--- src/rtl/nios_cpu_oci_trace_capture.sv ---
// OCI debug-trace capture buffer: qualifies DCT beats into a show-ahead FIFO and
// sequences CAPTURE -> DRAIN -> ENDED. Optional build macro: OCI_TRACE_TIMESTAMP_EN.
module nios_cpu_oci_trace_capture #(
    parameter int DATA_W = 30,
    parameter int CNT_W  = 4,
    parameter int DEPTH  = 16,
    parameter int ADDR_W = 4
) (
    input  logic              clk,
    input  logic              reset,
    input  logic [DATA_W-1:0] dct_buffer,
    input  logic [CNT_W-1:0]  dct_count,
    input  logic              dct_valid,
    input  logic              test_ending,
    input  logic              test_has_ended,
    output logic [DATA_W-1:0] out_data,
    output logic [CNT_W-1:0]  out_count,
    output logic              out_valid,
    input  logic              out_ready,
    output logic [ADDR_W:0]   fill_level,
    output logic              overflow,
    output logic [15:0]       drop_count,
    output logic              done
`ifdef OCI_TRACE_TIMESTAMP_EN
    ,
    output logic [15:0]       out_timestamp
`endif
);

    // Handshake: the head entry transfers on any rising edge where out_valid && out_ready.
    // out_valid never depends on out_ready.

    typedef enum logic [1:0] {
        ST_CAPTURE = 2'd0,
        ST_DRAIN   = 2'd1,
        ST_ENDED   = 2'd2
    } state_t;

    localparam logic [ADDR_W:0] FULL_LEVEL = (ADDR_W + 1)'(DEPTH);

    state_t            state;
    logic [DATA_W-1:0] data_mem [DEPTH];
    logic [CNT_W-1:0]  cnt_mem  [DEPTH];
    logic [ADDR_W-1:0] wr_ptr;
    logic [ADDR_W-1:0] rd_ptr;
    logic [ADDR_W:0]   fill_q;
    logic [ADDR_W:0]   fill_next;

    logic qualified;
    logic capturing;
    logic fifo_full;
    logic head_valid;
    logic pop;
    logic wr_en;
    logic drop;

    always_comb begin
        qualified  = dct_valid && (dct_count != '0);
        capturing  = (state == ST_CAPTURE);
        fifo_full  = (fill_q == FULL_LEVEL);
        head_valid = (fill_q != '0) && (state != ST_ENDED);
        pop        = head_valid && out_ready;
        // A pop in the same cycle frees the slot, so a full FIFO still accepts the beat.
        wr_en      = capturing && qualified && (!fifo_full || pop) && !test_has_ended;
        drop       = capturing && qualified && fifo_full && !pop && !test_has_ended;
    end

    always_comb begin
        fill_next = fill_q;
        case ({wr_en, pop})
            2'b10:   fill_next = fill_q + 1'b1;
            2'b01:   fill_next = fill_q - 1'b1;
            default: fill_next = fill_q;
        endcase
    end

    // Storage has no reset; stale contents are never visible because out_* is gated by head_valid.
    always_ff @(posedge clk) begin
        if (wr_en && !reset) begin
            data_mem[wr_ptr] <= dct_buffer;
            cnt_mem[wr_ptr]  <= dct_count;
        end
    end

    always_ff @(posedge clk) begin
        if (reset) begin
            state      <= ST_CAPTURE;
            wr_ptr     <= '0;
            rd_ptr     <= '0;
            fill_q     <= '0;
            overflow   <= 1'b0;
            drop_count <= 16'd0;
            done       <= 1'b0;
        end else if (test_has_ended) begin
            // Hard stop flushes the FIFO but keeps the drop statistics for post-mortem.
            state  <= ST_ENDED;
            wr_ptr <= '0;
            rd_ptr <= '0;
            fill_q <= '0;
            done   <= 1'b1;
        end else begin
            if (wr_en) begin
                wr_ptr <= wr_ptr + 1'b1;
            end
            if (pop) begin
                rd_ptr <= rd_ptr + 1'b1;
            end
            fill_q <= fill_next;
            if (drop) begin
                overflow <= 1'b1;
                if (drop_count != 16'hFFFF) begin
                    drop_count <= drop_count + 16'd1;
                end
            end
            case (state)
                ST_CAPTURE: begin
                    if (test_ending) begin
                        state <= ST_DRAIN;
                    end
                end
                ST_DRAIN: begin
                    if (fill_next == '0) begin
                        state <= ST_ENDED;
                        done  <= 1'b1;
                    end
                end
                ST_ENDED: begin
                    state <= ST_ENDED;
                    done  <= 1'b1;
                end
                default: begin
                    state <= ST_ENDED;
                    done  <= 1'b1;
                end
            endcase
        end
    end

    always_comb begin
        out_valid  = head_valid;
        out_data   = head_valid ? data_mem[rd_ptr] : '0;
        out_count  = head_valid ? cnt_mem[rd_ptr] : '0;
        fill_level = fill_q;
    end

`ifdef OCI_TRACE_TIMESTAMP_EN
    logic [15:0] ts_q;
    logic [15:0] ts_mem [DEPTH];

    // Free-running in every state, so deltas between stored beats equal cycle distance.
    always_ff @(posedge clk) begin
        if (reset) begin
            ts_q <= 16'd0;
        end else begin
            ts_q <= ts_q + 16'd1;
        end
    end

    always_ff @(posedge clk) begin
        if (wr_en && !reset) begin
            ts_mem[wr_ptr] <= ts_q;
        end
    end

    always_comb begin
        out_timestamp = head_valid ? ts_mem[rd_ptr] : 16'd0;
    end
`endif

endmodule

--- config.mk ---
export PLATFORM = sky130hd
export DESIGN_NAME = nios_cpu_oci_trace_capture
export DESIGN_NICKNAME = d
export VERILOG_FILES = /design/src/rtl/nios_cpu_oci_trace_capture.sv
export SDC_FILE = /design/constraint.sdc
export NUM_CORES = 1
export LEC_CHECK = 0
export ABC_AREA = 1
export CAP_MARGIN = 10
export CORE_ASPECT_RATIO = 0.7
export CORE_MARGIN = 4
export CORE_UTILIZATION = 45
export DETAILED_ROUTE_END_ITERATION = 8
export PLACE_DENSITY = 0.68
export SETUP_SLACK_MARGIN = 0.2
export SLEW_MARGIN = 30
export SYNTH_ARGS = -nofsm -noshare
export SYNTH_HDL_FRONTEND = slang
export SYNTH_SLANG_ARGS = --single-unit
--- constraint.sdc ---
create_clock -name clk -period 3.8 [get_ports clk]
set_input_delay 0.76 -clock clk [delete_from_list [all_inputs] [get_ports clk]]
set_output_delay 0.76 -clock clk [all_outputs]
set_load 0.01 [all_outputs]
==> impl_metrics.tcl <==
set metrics [dict create \
    grt_max_degree 69 \
    worstPathArrival_ns 2.83 \
    finalWirelength_um 61800 \
    final_antenna_net_count 0 \
    syn_area_um2 23400 \
    tightest_slew_ns 0.713 \
    die_area_um2 55900 \
    clk_pin_slew_ns 0.06 \
    ios 98 \
    setup_viol 0 \
    period_needed_ns 3.59 \
    post-route-period-util 0.944 \
    rows 69 \
    final_cell_area_um2 28000 \
    rsz0062_at_grt "true" \
    worstSetupPathType "reg2out" \
    fin_skew_ns 0.0227 \
    place_hpwl_um 32800 \
    synth_nets 1976 \
    cts_buffers 55 \
    grt_use_total 0.217 \
    grt_pass1_vias 14934 \
    yosys_warnings 0 \
    vdd_drop_max_v 0.000371 \
    synth-compound-area-share 0.111 \
    layout-drive-gt1-share 0.103 \
    synth_edf_count 544 \
    crit_buf_inv 2 \
    cts_tree "built" \
    crit_slowest_cell "clkdlybuf4s50_1" \
    synth_area_per_cell_um2 12.2 \
    synth_ff_type "edfxtp_1" \
    leakage_nw 9.60 \
    clkLatencyLatePin_ns 0.60 \
    grt_first_pass_wirelength_um 92500 \
    end_kind "output port" \
    crit_top_cell "o21ai_0" \
    synth_top_area_frac 0.697 \
    final_hold_viol_count 0 \
    synth_top_family_by_area "simple AND/OR/NAND/NOR gates" \
    crit_path_max_fanout 68 \
    ys_ff_latch 581 \
    final.setup.tns_ns 0 \
    synth_xor_area_frac 0.00374 \
    core_um2 51100 \
    maxSlewHeadroom 0.525 \
    die_x_um 281 \
    clockRootBuffer "clkbuf_16" \
    synth_simple_gate_area_frac 0.119 \
    slowest_delay_ns 0.58 \
    status "finished, final reports clean" \
    cts_sinks 581 \
    place.gp.congestion 0.814 \
    num_vias 15875 \
    place_area_um2 25600 \
    drtIter0Drc 1923 \
    start_kind "flip-flop" \
    clockBufferDepth 3 \
    crit_path_cell_trace "buf_12 -> o21ai_0 -> o21ai_0 -> nor2_1 -> o21ai_0 -> nand2_1 -> a21oi_1 -> clkdlybuf4s50_1" \
    synth_area_leader_cell "edfxtp_1" \
    max_freq_mhz 279 \
    ctsHoldBuffers 0 \
    die_y_um 199 \
    required_ns 3.04 \
    cts_max_level 2 \
    antenna_found_initial 3 \
    synth_cell_type_count 34 \
    final_common_cell "edfxtp_1" \
    yosysSeqAreaShare 0.729 \
    drv_slew 0 \
    start_util 0.459 \
    dr.pass1.iters 5 \
    hp-class "reg2reg" \
    synthCells 1925 \
    synthTopCellsByArea "edfxtp_1, nor2_1, o21ai_0" \
    dp_slack_ns 0.474 \
    crit_family "buffers and inverters" \
    final_util 0.548 \
    grt_overflow 0 \
    routed_via_density 5.72 \
    async_reset_ff_frac 0 \
    synthMuxAreaShare 0.000427 \
    fin_nets 2108 \
    drc 0 \
    drv_cap 0 \
    synth_fa_ha_area_frac 0.00619 \
    power_w 0.0131 \
    avgRoutedWirePerCell_um 22.3 \
    io_buffer_count 97 \
    area_growth_syn_to_layout_pct 19.5 \
    power_density_nw_per_um2 467 \
    layout_common_cells "edfxtp_1, nor2_1, o21ai_0, nand2_1, o32ai_1" \
    setup_ws_ns 0.213 \
]
-- Yosys cell counts, types with 3 or more instances --
cell type / n
edfxtp_1: 544
nor2_1: 463
o21ai_0: 231
nand2_1: 208
o32ai_1: 67
clkbuf_1: 63
o21ai_1: 51
inv_1: 44
dfxtp_1: 37
a31oi_1: 34
o211ai_1: 33
buf_2: 27
nand3_1: 25
a21oi_1: 22
buf_4: 11
ha_1: 10
buf_1: 8
buf_6: 8
xor2_1: 7
nand4_1: 6
nor3_1: 6
nand2_2: 3
nor2_2: 3
xnor2_1: 3
-- layout make-up --
| cell class | instances | area (µm²) |
|---|---|---|
| Antenna cell | 1 | 2.50 |
| Clock buffer | 64 | 1430 |
| Clock inverter | 36 | 383 |
| Fill cell | 4035 | 23100 |
| Inverter | 47 | 194 |
| Multi-Input combinational cell | 1180 | 5840 |
| Sequential cell | 581 | 17100 |
| Tap cell | 674 | 843 |
| Timing Repair Buffer | 191 | 2230 |
| Timing Repair inverter | 1 | 8.76 |
-- sequential cells by signal, summed over array words and instances, names as in the netlist, named ones only --
name	cells
data_mem	480
cnt_mem	64
drop_count	16
fill_level	5
rd_ptr	4
wr_ptr	4
state	2
done	1
overflow	1
-- where the power goes --
part | total, W | internal (W) | switching (W)
clock network | 0.00556 | 0.00323 | 0.00233
logic | 0.000514 | 0.000184 | 0.000330
registers | 0.00701 | 0.00701 | 0.00000924
-- kinds of logic (layout without fill, tap and decap cells) --
family                     count (synthesis)  in the layout
DFF                                      581            581
muxes                                      1              1
buffers and inverters                    164            339
and+or+nand+nor                          717            717
adders and majority gates                 11             11
xor gates and xnor gates                  10             10
AOI/OAI and AO/OA                        441            441
other                                      0              1
-- worst paths after layout --
path	startpoint	end	slack, ns	cells past startpoint
worst max-delay path	flip-flop	out_count[2]	0.21	8
worst min-delay path	done	done	0.46	2
worst max register to register	fill_level[1]	done	1.08	14
worst min register to register	done	done	0.46	2
-- worst min-delay path: cells and delay by family, from the launching register on --
family | cells | cell delay (ns)
buffers and inverters | 1 | 0.05
DFF | 1 | 0.31
AOI/OAI and AO/OA | 1 | 0.05
-- repair_timing --
| item | 4_1_cts | 5_1_grt |
|---|---|---|
| setup endpoints to repair | 34 | 22 |
| buffers inserted | 7 | 2 |
| pin swaps | 0 | 3 |
| gates cloned | 8 | 2 |
| resized for setup | 40 | 33 |
-- routing by layer --
layer,wire [µm],share of wire,global-route usage,up-vias
li1,-,-,-,7215
met5,34,0.00055,0,-
met2,28100,0.46,0.335,744
met3,5600,0.091,0.0407,92
met1,26900,0.44,0.323,7820
met4,1120,0.018,0.0459,4
-- metrics by stage --
stage          hold WS, ns  cells
4_1_cts              0.464   2770
5_1_grt              0.472   2774
3_3_place_gp         0.444   2655
3_5_place_dp         0.454   2655
2_1_floorplan        0.457   1925
6_report             0.459   2775
(Power assumes the default switching activity.)
==> variant: new RTL, config.mk and constraints unchanged <==
Re-encode `state_t` (3 states) as one-hot, 3 bits wide.
--- a/src/rtl/nios_cpu_oci_trace_capture.sv
+++ b/src/rtl/nios_cpu_oci_trace_capture.sv
@@ -30,10 +30,10 @@
     // Handshake: the head entry transfers on any rising edge where out_valid && out_ready.
     // out_valid never depends on out_ready.
 
-    typedef enum logic [1:0] {
-        ST_CAPTURE = 2'd0,
-        ST_DRAIN   = 2'd1,
-        ST_ENDED   = 2'd2
+    typedef enum logic [2:0] {
+        ST_CAPTURE = 3'b001,
+        ST_DRAIN   = 3'b010,
+        ST_ENDED   = 3'b100
     } state_t;
 
     localparam logic [ADDR_W:0] FULL_LEVEL = (ADDR_W + 1)'(DEPTH);
Formal check against the unedited RTL: no difference found for any inputs over 4 cycles, from zero or initial values and one cycle with reset high; so few cycles prove little.
==> variant against the original RTL <==
Synthesized cell count down 0.47%; wire length down 6.4%; highest routed layer is now met4; sequential cell count up 1; final area down 1.3%; hold slack worse by 0.0058 ns; maximum frequency about the same; synthesized area up 0.32%; total power down 4.2%; setup slack better by 0.0032 ns.
==> variant: results (changes against the original RTL) <==
[outcome]
status=finished clean  ; unchanged

[placed_design]
portBuffers=97  ; unchanged
gp_congestion=0.832  ; was 0.814
hpwl_um=29800  ; was 32800 um
numPlacedInstances=2631  ; was 2655

[route]
via_per_inst=5.67  ; was 5.72
wl_met3_um=3900  ; was 5600 um
first_pass_iters=5  ; unchanged
dr.max_layer_used=met4  ; was met5
finalWirelength_um=57800  ; was 61800 um
vias=15500  ; was 15900
route.met2.wl_um=27200  ; was 28100 um
wl_met1_um=25500  ; was 26900 um
drt-initial-drc-count=1650  ; was 1923

[cts]
post_cts_resized=31  ; was 40
cts_buffers=52  ; was 55
clock_latency_ns=0.59
clk_pin_slew_ns=0.07
post-cts-setup-buffers=8  ; was 7
cts_root_buf=clkbuf_16  ; unchanged
htreeDepth=2  ; unchanged

[synthesis]
ys_top_cells_by_count=544 x edfxtp_1, 466 x nor2_1, 224 x o21ai_0  ; was 544 x edfxtp_1, 463 x nor2_1, 231 x o21ai_0
synth_cell_types=40  ; was 34
ys_warn_count=0  ; unchanged
synth-edff-count=544  ; unchanged
ys_ff_latch=582  ; was 581
synthCells=1916  ; was 1925
synthTopCellsByArea=edfxtp_1 69%, nor2_1 7.4%, o21ai_0 4.8%, dfxtp_1 3.2%, nand2_1 3.0%  ; was edfxtp_1 70%, nor2_1 7.4%, o21ai_0 4.9%, nand2_1 3.3%, dfxtp_1 3.2%
syn_nets=1967  ; was 1976
yosysSeqAreaShare_pct=72.7  ; was 72.9%

[cells_and_area]
n_clock_buffer=73  ; was 64
inv_count=38  ; was 48
antennaDiodeCount=0  ; was 1
multi_input_area_share_pct=21.3  ; was 20.8%
clkCellAreaFrac_pct=5.89  ; was 6.48%
layout.nonclk_buf_share_pct=7.25  ; was 7.97%
final_nets=2076  ; was 2108
drive_gt1_share_pct=9.21  ; was 10.3%
buffers_excl_clock=170  ; was 191
seqCellArea_um2=17100  ; about the same
multi_input_cells=1181  ; was 1180
fill_cells=4187  ; was 4035
top_regs=data_mem: 480 flops, cnt_mem: 64 flops, drop_count: 16 flops  ; unchanged

[global_routing]
met3_usage_pct=3.60  ; was 4.07%
grt_max_degree=67  ; was 69
grt_antenna_before_repair=0  ; was 3
met1_usage_pct=29.1  ; was 32.3%
grt_pass1_vias=15100  ; was 14900
grt_pass1_wl_um=89000  ; was 92500 um
gr-usage-met2_pct=33.4  ; was 33.5%
grt.total_usage_pct=20.5  ; was 21.7%

[power]
power.leakage_nw=9.32  ; was 9.60 nW
vdd_ir_drop_max_v=0.000360  ; was 0.000371 V
p_int_w=0.0100  ; was 0.0104 W

[setup_path]
arrival_ns=2.82  ; was 2.83 ns
critPathMaxFanout=16  ; was 68
crit_family=buffers and inverters  ; unchanged

[sta]
clock_skew_ns=0.0232  ; was 0.0227 ns
slew_headroom_pct=54.5  ; was 52.5%

[hold_path]
hold_class=flip-flop to flip-flop  ; unchanged

==> variant: cell types whose count changed after synthesis, sizes merged, moves of 3 or more <==
cell	delta
o21ai	+3
a21oi	+3
nor3	+7
nand3	+3
inv	-11
nand2	-20
==> variant: worst paths after layout <==
check	startpoint	cells after the start	end	slack (ns)
setup / recovery	flip-flop	8	out_data[28]	0.22
hold / removal	done$_SDFFE_PP0P_	2	done$_SDFFE_PP0P_	0.45
setup reg to reg	fill_level[1]$_SDFF_PP0_	15	state[1]$_SDFFE_PP0P_	0.91
hold reg to reg	done$_SDFFE_PP0P_	2	done$_SDFFE_PP0P_	0.45
==> variant: stage by stage <==
step / area, um2 / setup slack (ns) / utilization, % / hold slack [ns]
finish: 27600 / 0.216 / 54.0 / 0.454
global route: 27600 / 0.117 / 54.0 / 0.486
CTS: 27600 / 0.0964 / 53.9 / 0.457
detailed placement: 25700 / 0.285 / 50.2 / 0.448
global placement: 25700 / 0.431 / 50.2 / 0.440
floorplan: 23500 / 0.579 / - / 0.457
==> variant: power groups by stage <==
stage / sequential, W / clock, W / combinational, W
3_5_place_dp: 0.00715 / 0 / 0.000386
6_report: 0.00701 / 0.00513 / 0.000398
5_1_grt: 0.00701 / 0.00552 / 0.000437
3_3_place_gp: 0.00715 / 0 / 0.000375
4_1_cts: 0.00701 / 0.00523 / 0.000398
2_1_floorplan: 0.00715 / 0 / 0.000160
==> variant: cells by family (layout without fill, tap and decap cells) <==
group | Yosys count | count (layout) | synth area share, %
compound gates | 450 | 450 | 11.3
xor+xnor | 8 | 8 | 0.298
fa+ha+maj | 11 | 11 | 0.617
buf+inv | 153 | 300 | 3.02
flops | 582 | 582 | 72.7
mux | 1 | 1 | 0.0426
simple gates | 711 | 711 | 12.0
